[src/rtl/burst_arbiter_mux_if.sv]
// burst_arbiter_mux_if
// Bundles the N requester streams, the shared downstream stream and the
// arbiter status outputs into one port.
//   in_valid/in_last/in_data  requester beats (in_data: requester i at [i*W +: W])
//   in_ready                  per-requester ready, at most one bit high
//   out_valid/out_last/out_data/out_ready  shared downstream channel
//   out_sel                   index of the granted requester
//   busy                      high while a burst is locked
// Modports:
//   slave   the arbiter's view
//   master  the surrounding environment's view
interface burst_arbiter_mux_if #(
  parameter int N = 2,
  parameter int W = 64
);
  localparam int SEL_W = (N > 1) ? $clog2(N) : 1;

  logic [N-1:0]     in_valid;
  logic [N-1:0]     in_last;
  logic [N*W-1:0]   in_data;
  logic [N-1:0]     in_ready;
  logic             out_valid;
  logic             out_last;
  logic [W-1:0]     out_data;
  logic             out_ready;
  logic [SEL_W-1:0] out_sel;
  logic             busy;

  modport slave (
    input  in_valid, in_last, in_data, out_ready,
    output in_ready, out_valid, out_last, out_data, out_sel, busy
  );

  modport master (
    output in_valid, in_last, in_data, out_ready,
    input  in_ready, out_valid, out_last, out_data, out_sel, busy
  );
endinterface

[src/rtl/burst_arbiter_mux.sv]
// burst_arbiter_mux
// Round-robin arbiter/multiplexer sharing one valid/ready stream between N
// requesters. A grant is taken per burst and held until the granted
// requester's last beat is accepted, so bursts never interleave. The next
// search starts just after the most recently granted requester.
// Ports:
//   clk   clock, all state on the rising edge
//   rstn  asynchronous active-low reset
//   bus   burst_arbiter_mux_if.slave (requester inputs, shared output,
//         out_sel, busy)
module burst_arbiter_mux #(
  parameter int N = 2,
  parameter int W = 64
) (
  input logic                clk,
  input logic                rstn,
  burst_arbiter_mux_if.slave bus
);
  localparam int SEL_W = (N > 1) ? $clog2(N) : 1;
  localparam logic [N-1:0] LSB = N'(1);

  typedef enum logic {
    IDLE = 1'b0,
    LOCK = 1'b1
  } state_t;

  state_t           state_reg, state_next;
  logic [N-1:0]     grant_reg, grant_next;
  logic [N-1:0]     ptr_reg, ptr_next;
  logic [SEL_W-1:0] sel_reg, sel_next;

  logic [N-1:0]     higher_mask;
  logic [N-1:0]     req_hi;
  logic [N-1:0]     req_src;
  logic [N-1:0]     pick;
  logic [SEL_W-1:0] pick_idx;

  logic [W-1:0]     data_masked [N];
  logic [W-1:0]     data_or;

  logic             out_valid_c;
  logic             out_last_c;
  logic [W-1:0]     out_data_c;
  logic [N-1:0]     in_ready_c;

  // Round-robin pick. With ptr one-hot at bit k, higher_mask covers bits
  // k+1..N-1. Requests there win; otherwise wrap to the full request
  // vector, so requester k itself ends up lowest. x & -x isolates the
  // lowest set bit.
  always_comb begin
    higher_mask = ~(ptr_reg | (ptr_reg - LSB));
    req_hi      = bus.in_valid & higher_mask;
    req_src     = (|req_hi) ? req_hi : bus.in_valid;
    pick        = req_src & (~req_src + LSB);
    pick_idx    = '0;
    for (int i = 0; i < N; i++) begin
      if (pick[i]) begin
        pick_idx = SEL_W'(i);
      end
    end
  end

  // One-hot AND-OR data mux keyed directly off the grant register.
  genvar gi;
  generate
    for (gi = 0; gi < N; gi++) begin : g_data_mask
      assign data_masked[gi] = bus.in_data[gi*W +: W] & {W{grant_reg[gi]}};
    end
  endgenerate

  always_comb begin
    data_or = '0;
    for (int i = 0; i < N; i++) begin
      data_or = data_or | data_masked[i];
    end
  end

  always_ff @(posedge clk or negedge rstn) begin
    if (!rstn) begin
      state_reg <= IDLE;
      grant_reg <= '0;
      ptr_reg   <= LSB;
      sel_reg   <= '0;
    end else begin
      state_reg <= state_next;
      grant_reg <= grant_next;
      ptr_reg   <= ptr_next;
      sel_reg   <= sel_next;
    end
  end

  always_comb begin
    state_next  = state_reg;
    grant_next  = grant_reg;
    ptr_next    = ptr_reg;
    sel_next    = sel_reg;
    out_valid_c = 1'b0;
    out_last_c  = 1'b0;
    out_data_c  = '0;
    in_ready_c  = '0;
    case (state_reg)
      IDLE: begin
        if (|bus.in_valid) begin
          state_next = LOCK;
          grant_next = pick;
          ptr_next   = pick;
          sel_next   = pick_idx;
        end
      end
      LOCK: begin
        // A dropped valid from the granted requester is just a bubble;
        // the grant stays put until its last beat is accepted.
        out_valid_c = |(bus.in_valid & grant_reg);
        out_last_c  = |(bus.in_last & grant_reg);
        out_data_c  = data_or;
        in_ready_c  = grant_reg & {N{bus.out_ready}};
        if (out_valid_c && bus.out_ready && out_last_c) begin
          state_next = IDLE;
          grant_next = '0;
        end
      end
      default: begin
        state_next = IDLE;
        grant_next = '0;
      end
    endcase
  end

  assign bus.out_valid = out_valid_c;
  assign bus.out_last  = out_last_c;
  assign bus.out_data  = out_data_c;
  assign bus.in_ready  = in_ready_c;
  assign bus.out_sel   = sel_reg;
  assign bus.busy      = (state_reg == LOCK);

endmodule
[src/flat_wrapper.sv]
// flat-port wrapper written by rule: the top's interface ports become plain ports
module burst_arbiter_mux_flat 
#(
  parameter int N = 2,
  parameter int W = 64
)
  (clk, rstn, bus_in_valid, bus_in_last, bus_in_data, bus_out_ready, bus_in_ready, bus_out_valid, bus_out_last, bus_out_data, bus_out_sel, bus_busy);
  burst_arbiter_mux_if #(.N(N), .W(W)) bus_i ();
  input logic clk;
  input logic rstn;
  input wire logic [$bits(bus_i.in_valid)-1:0] bus_in_valid;
  input wire logic [$bits(bus_i.in_last)-1:0] bus_in_last;
  input wire logic [$bits(bus_i.in_data)-1:0] bus_in_data;
  input wire logic [$bits(bus_i.out_ready)-1:0] bus_out_ready;
  output wire logic [$bits(bus_i.in_ready)-1:0] bus_in_ready;
  output wire logic [$bits(bus_i.out_valid)-1:0] bus_out_valid;
  output wire logic [$bits(bus_i.out_last)-1:0] bus_out_last;
  output wire logic [$bits(bus_i.out_data)-1:0] bus_out_data;
  output wire logic [$bits(bus_i.out_sel)-1:0] bus_out_sel;
  output wire logic [$bits(bus_i.busy)-1:0] bus_busy;
  assign bus_i.in_valid = bus_in_valid;
  assign bus_i.in_last = bus_in_last;
  assign bus_i.in_data = bus_in_data;
  assign bus_i.out_ready = bus_out_ready;
  assign bus_in_ready = bus_i.in_ready;
  assign bus_out_valid = bus_i.out_valid;
  assign bus_out_last = bus_i.out_last;
  assign bus_out_data = bus_i.out_data;
  assign bus_out_sel = bus_i.out_sel;
  assign bus_busy = bus_i.busy;
  burst_arbiter_mux #(.N(N), .W(W)) u_core (.clk(clk), .rstn(rstn), .bus(bus_i));
endmodule
[config.mk]
export PLATFORM = sky130hd
export DESIGN_NAME = burst_arbiter_mux_flat
export DESIGN_NICKNAME = d
export VERILOG_FILES = /design/src/rtl/burst_arbiter_mux_if.sv /design/src/rtl/burst_arbiter_mux.sv /design/src/flat_wrapper.sv
export SDC_FILE = /design/constraint.sdc
export NUM_CORES = 1
export LEC_CHECK = 0
export CORE_AREA = 2 2 79 81
export CTS_BUF_LIST = sky130_fd_sc_hd__clkbuf_8 sky130_fd_sc_hd__clkbuf_16
export CTS_CLUSTER_SIZE = 28
export DETAILED_ROUTE_END_ITERATION = 8
export DIE_AREA = 0 0 81 83
export PLACE_DENSITY = 0.85
export SYNTH_ARGS = -nofsm -noshare
export SYNTH_HDL_FRONTEND = slang
export SYNTH_SLANG_ARGS = --single-unit
export TNS_END_PERCENT = 10
[constraint.sdc]
create_clock -name clk -period 2.4 [get_ports clk]
set_input_delay 0.24 -clock clk [delete_from_list [all_inputs] [get_ports clk]]
set_output_delay 0.24 -clock clk [all_outputs]
set_load 0.05 [all_outputs]
* Yosys cells after proc, flatten, opt, wreduce, memory -nomap -nowiden
Cells that the tools add are included.
** Storage, ports and cells
- Register bits :: 6
- Logic and storage cells :: 40
- Output and inout bits :: 70
** Cells by class
- $add $sub $neg :: 2
- Equal/unequal tests :: 2
- Multiplexer cells :: 12
- Reduce and logical (&&, ||, !) cells :: 8
- Bitwise gates (word level) :: 12
** Operators with widths (number)
- 64-bit AND :: 2
- 64-bit two-way mux :: 1
- 64-bit bitwise OR :: 1
- 2-bit AND :: 5
- 2-bit two-way mux :: 4
- 2-bit OR reduction :: 4
- 1-bit two-way mux :: 5
- 2-bit NOT :: 2
- 2-bit one-hot mux with 2 select lines :: 1
- 2-bit AND reduction :: 2
- 2-bit by 1-bit adder with 2-bit output, second input constant :: 1
- 1-bit logical AND :: 2
- 2-bit by 1-bit inequality test with 1-bit output, second input constant :: 1
- 2-bit inequality test, second input constant :: 1
- 2-bit bitwise OR :: 1
- 1-bit one-hot mux with 2 select lines :: 1
- 2-bit by 1-bit subtractor with 2-bit output, second input constant :: 1
- 1-bit NOT :: 1

* Depth between registers and ports, before layout
- Depth in word-level cells :: 11
- Gate-level depth with buffers :: 5
- Gate-level depth less buffers :: 3

* Worst setup path before layout
Ideal clock, no wire load.
- Path type :: register to output
- Start :: register u_core.state_reg (netlist: u_core.bus.busy)
- End :: output bus_out_data[0]
- Path buffers :: 2
- Arrival time :: 1770 ps
- Slack :: 390 ps
- Stages on the path, launching flop included :: 4
- Cell sequence :: dfrtp_1 > buf_6 > clkbuf_1 > nor2b_1
** On the way
- Cells in the longest elaborated chain, start to end :: 1
** Ends and longest elaborated chain
- from (decl) :: RTL line burst_arbiter_mux.sv:27 : state_t state_reg, state_next;
- from (signal assigned) :: RTL line burst_arbiter_mux.sv:85 : state_reg <= state_next;
- 64-bit two-way mux :: RTL line burst_arbiter_mux.sv:101 : case (state_reg)
- to (decl) :: RTL line flat_wrapper.sv:18 : output wire logic [$bits(bus_i.out_data)-1:0] bus_out_data;
No other way between the ends.

* Final worst setup path
- Start :: register u_core.grant_reg[0]
- End :: output bus_out_data[32]
** On the way
- Cells in the longest elaborated chain, start to end :: 3
** Ends and longest elaborated chain
- from (decl) :: RTL line burst_arbiter_mux.sv:28 : logic [N-1:0] grant_reg, grant_next;
- from (signal assigned) :: RTL line burst_arbiter_mux.sv:86 : grant_reg <= grant_next;
- 64-bit AND :: RTL line burst_arbiter_mux.sv:67 : assign data_masked[gi] = bus.in_data[gi*W +: W] & {W{grant_reg[gi]}};
- 64-bit bitwise OR :: RTL line burst_arbiter_mux.sv:74 : data_or = data_or | data_masked[i];
- 64-bit two-way mux :: RTL line burst_arbiter_mux.sv:101
No other way between the ends.

==> results.toml <==
[status]
outcome = "finished clean"

[timing]
tns_ns = 0
rsz0062_at_grt = "no"
fmax_ghz = 0.531
period_share = 0.784
slew_violations = 0
finalCriticalPeriod_ns = 1.88
worst_pin_slew_ns = 0.525
finalClockSkew_ns = 0.00409
max-slew-margin-rel = 0.649
hold_violations = 0
finalSetupViolCount = 0

[logic_synthesis]
synthTopCellsByCount = "nor2b_1, a22oi_1, buf_2"
async_flop_share = 1.00
synth_flop_cell = "dfrtp_1"
synthAdderAreaFrac = 0
synth-seq-area-share = 0.0951
synth_compound_area_frac = 0.429
synth-simple-area-share = 0.363
synthCells = 180
ys_top_cells_by_area = "a22oi_1, nor2b_1, dfrtp_1, buf_2, buf_6"
synthXorXnorAreaFrac = 0
syn-cell-area_mm2 = 0.00133
yosysWarnings = 0
synth.most_common_cell = "nor2b_1"
synth_top_area_frac = 0.362
synth_fp_nets = 315
syn_avg_cell_area_um2 = 7.38
synth_cell_types = 22
synth_top_family_by_area = "compound AO/OA/AOI/OAI gates"
synthMuxAreaShare = 0
ys_ff_latch = 5
synth_enable_flop_cells = 0
synth_top_cell_by_area = "a22oi_1"

[worst_setup_path]
reg2regPathDepth = 4
cp_cell_sequence = "buf_12, a22oi_1, nor2b_1, buf_12"
crit_path_max_incr_delay_ns = 0.53
rrSetupSlack_ns = 1.02
cp_max_fo = 57
r2r_end = "u_core.grant_reg[0]"
cpMaxStageDelayCell = "dfrtp_2"
cp_top_family = "flip-flops"
crit_arrival_ns = 1.64
end_kind = "primary output"
r2r_start = "u_core.bus.busy"
crit_required_ns = 2.16
cp_num_cells = 4
start_kind = "flop"
crit_buf_inv = 2
worstSetupPathType = "flop to primary output"
crit_path_frequent_cell = "buf_12"

[grt]
grt-ovfl-total = 0
top_usage_layer = "met2"
grt_usage = 0.201
antenna_found_initial = 0
grtUsageMet3 = 0.0598
grt_max_degree = 58
grt_pass1_wl_um = 10900
grt_pass1_vias = 2239
grtUsageMet2 = 0.385
global_route.usage.met1 = 0.205

[place]
dpl.hpwl_um = 6060
port_buffers = 204
place.gp.congestion = 0.855

[cells_and_area]
antennaDiodeCount = 0
final_util = 0.706
area_growth_syn_to_layout_pct = 209
ff_latch_area_um2 = 129
nFillCells = 427
largest_reg_flops = 2
layout-drive-gt1-share = 0.230
multi_input_area_mm2 = 0.00105
final_nets = 505

[clock_tree]
cts_num_sinks = 5
post_cts_buffers = 0
htreeDepth = 1
ctsLongestPathBuffers = 2
tritoncts = "done"
numCtsBuffers = 3
cts.hold.buffers_added = 0
cts_resized = 0
worstSkewPairLatency_ns = 0.22
clk_pin_slew_ns = 0.04
cts_root_buffer = "clkbuf_8"

[die]
chipHeight_um = 83
die_x_um = 81
num_rows = 28
pin_count = 205
dieArea_mm2 = 0.00672
initial_utilization = 0.228
coreArea_mm2 = 0.00582

[flow_run]
drv_cap = 0

[detailed_routing]
antenna_left = 0
wl_per_cell_um = 16.5
viasPerCell = 4.85
vias = 2152
routed_wl_um = 7330
drc_errors = 0
initialDrtViolationCount = 100
dr.pass1.iters = 4

[power_and_ir_drop]
ir_worst_vdd_mv = 0.772
p_total_w = 0.00509
p_leak_nw = 1.59
p_per_area_mw_per_mm2 = 1240

[hold_path]
hp-class = "primary input to async pin"
-- kinds of logic (layout without fill, tap and decap cells) --
family | count (synthesis) | in the layout
and+or+nand+nor | 78 | 78
AOI/OAI and AO/OA | 72 | 72
buffers and inverters | 25 | 214
DFF | 5 | 5
-- power by group --
part	total (W)	internal [W]	leakage, nW	switching (W)
clock network	0.000152	0.000110	0.0269	0.0000427
registers	0.000168	0.000124	0.0551	0.0000441
logic	0.00477	0.00219	1.50	0.00259
total	0.00509	0.00242	1.59	0.00267
-- how the worst max path moves through the flow --
stage / start / to / slack, ns
after floorplan: u_core.bus.busy / bus_out_data[0] / 0.39
after global placement: u_core.grant_reg[0] / bus_out_data[47] / 0.82
after detailed placement: u_core.grant_reg[0] / bus_out_data[32] / 0.75
after CTS: u_core.grant_reg[0] / bus_out_data[32] / 0.52
after global routing: u_core.grant_reg[0] / bus_out_data[16] / 0.44
final: u_core.grant_reg[0] / bus_out_data[32] / 0.52
-- per-layer routing --
metal | share of wire | wire, um
met1 | 0.34 | 2470
met2 | 0.55 | 4010
met3 | 0.094 | 688
met4 | 0.023 | 167
met5 | 0 | 0
-- worst reg2reg max path, stage by stage (launching register included) --
cell	delay [ns]
dfrtp_1	0.33
buf_4	0.38
nand2_1	0.16
nor3_4	0.29
o21ai_2	0.09
-- layout by cell type, fill, tap and decap left out, types with 2 or more instances in the layout --
cell,Yosys,layout
clkdlybuf4s50_1,0,135
buf_12,0,70
nor2b_1,67,67
a22oi_1,64,64
nand2_1,5,5
buf_4,4,4
clkbuf_8,0,3
and3_1,2,2
a22oi_4,2,2
inv_1,1,2
dfrtp_1,4,2
dfrtp_2,0,2
-- stage by stage --
step	setup WS, ns	instance area (um^2)	std cells	hold slack, ns
2_1_floorplan	0.390	1330	180	-0.0556
3_3_place_gp	0.819	4060	440	0.446
3_5_place_dp	0.753	4060	440	0.467
4_1_cts	0.523	4110	444	0.254
5_1_grt	0.436	4110	444	0.263
6_report	0.518	4110	444	0.251
-- cell type report --
cell class | count | share of cell area
clock inverters | 1 | 0.000914
multi-input cells | 150 | 0.256
well taps | 75 | 0.0229
inverters | 1 | 0.000914
clock buffers | 3 | 0.0101
repair buffers | 209 | 0.678
flip-flops and latches | 5 | 0.0314
Note: power is estimated with default switching activity, not from simulation.
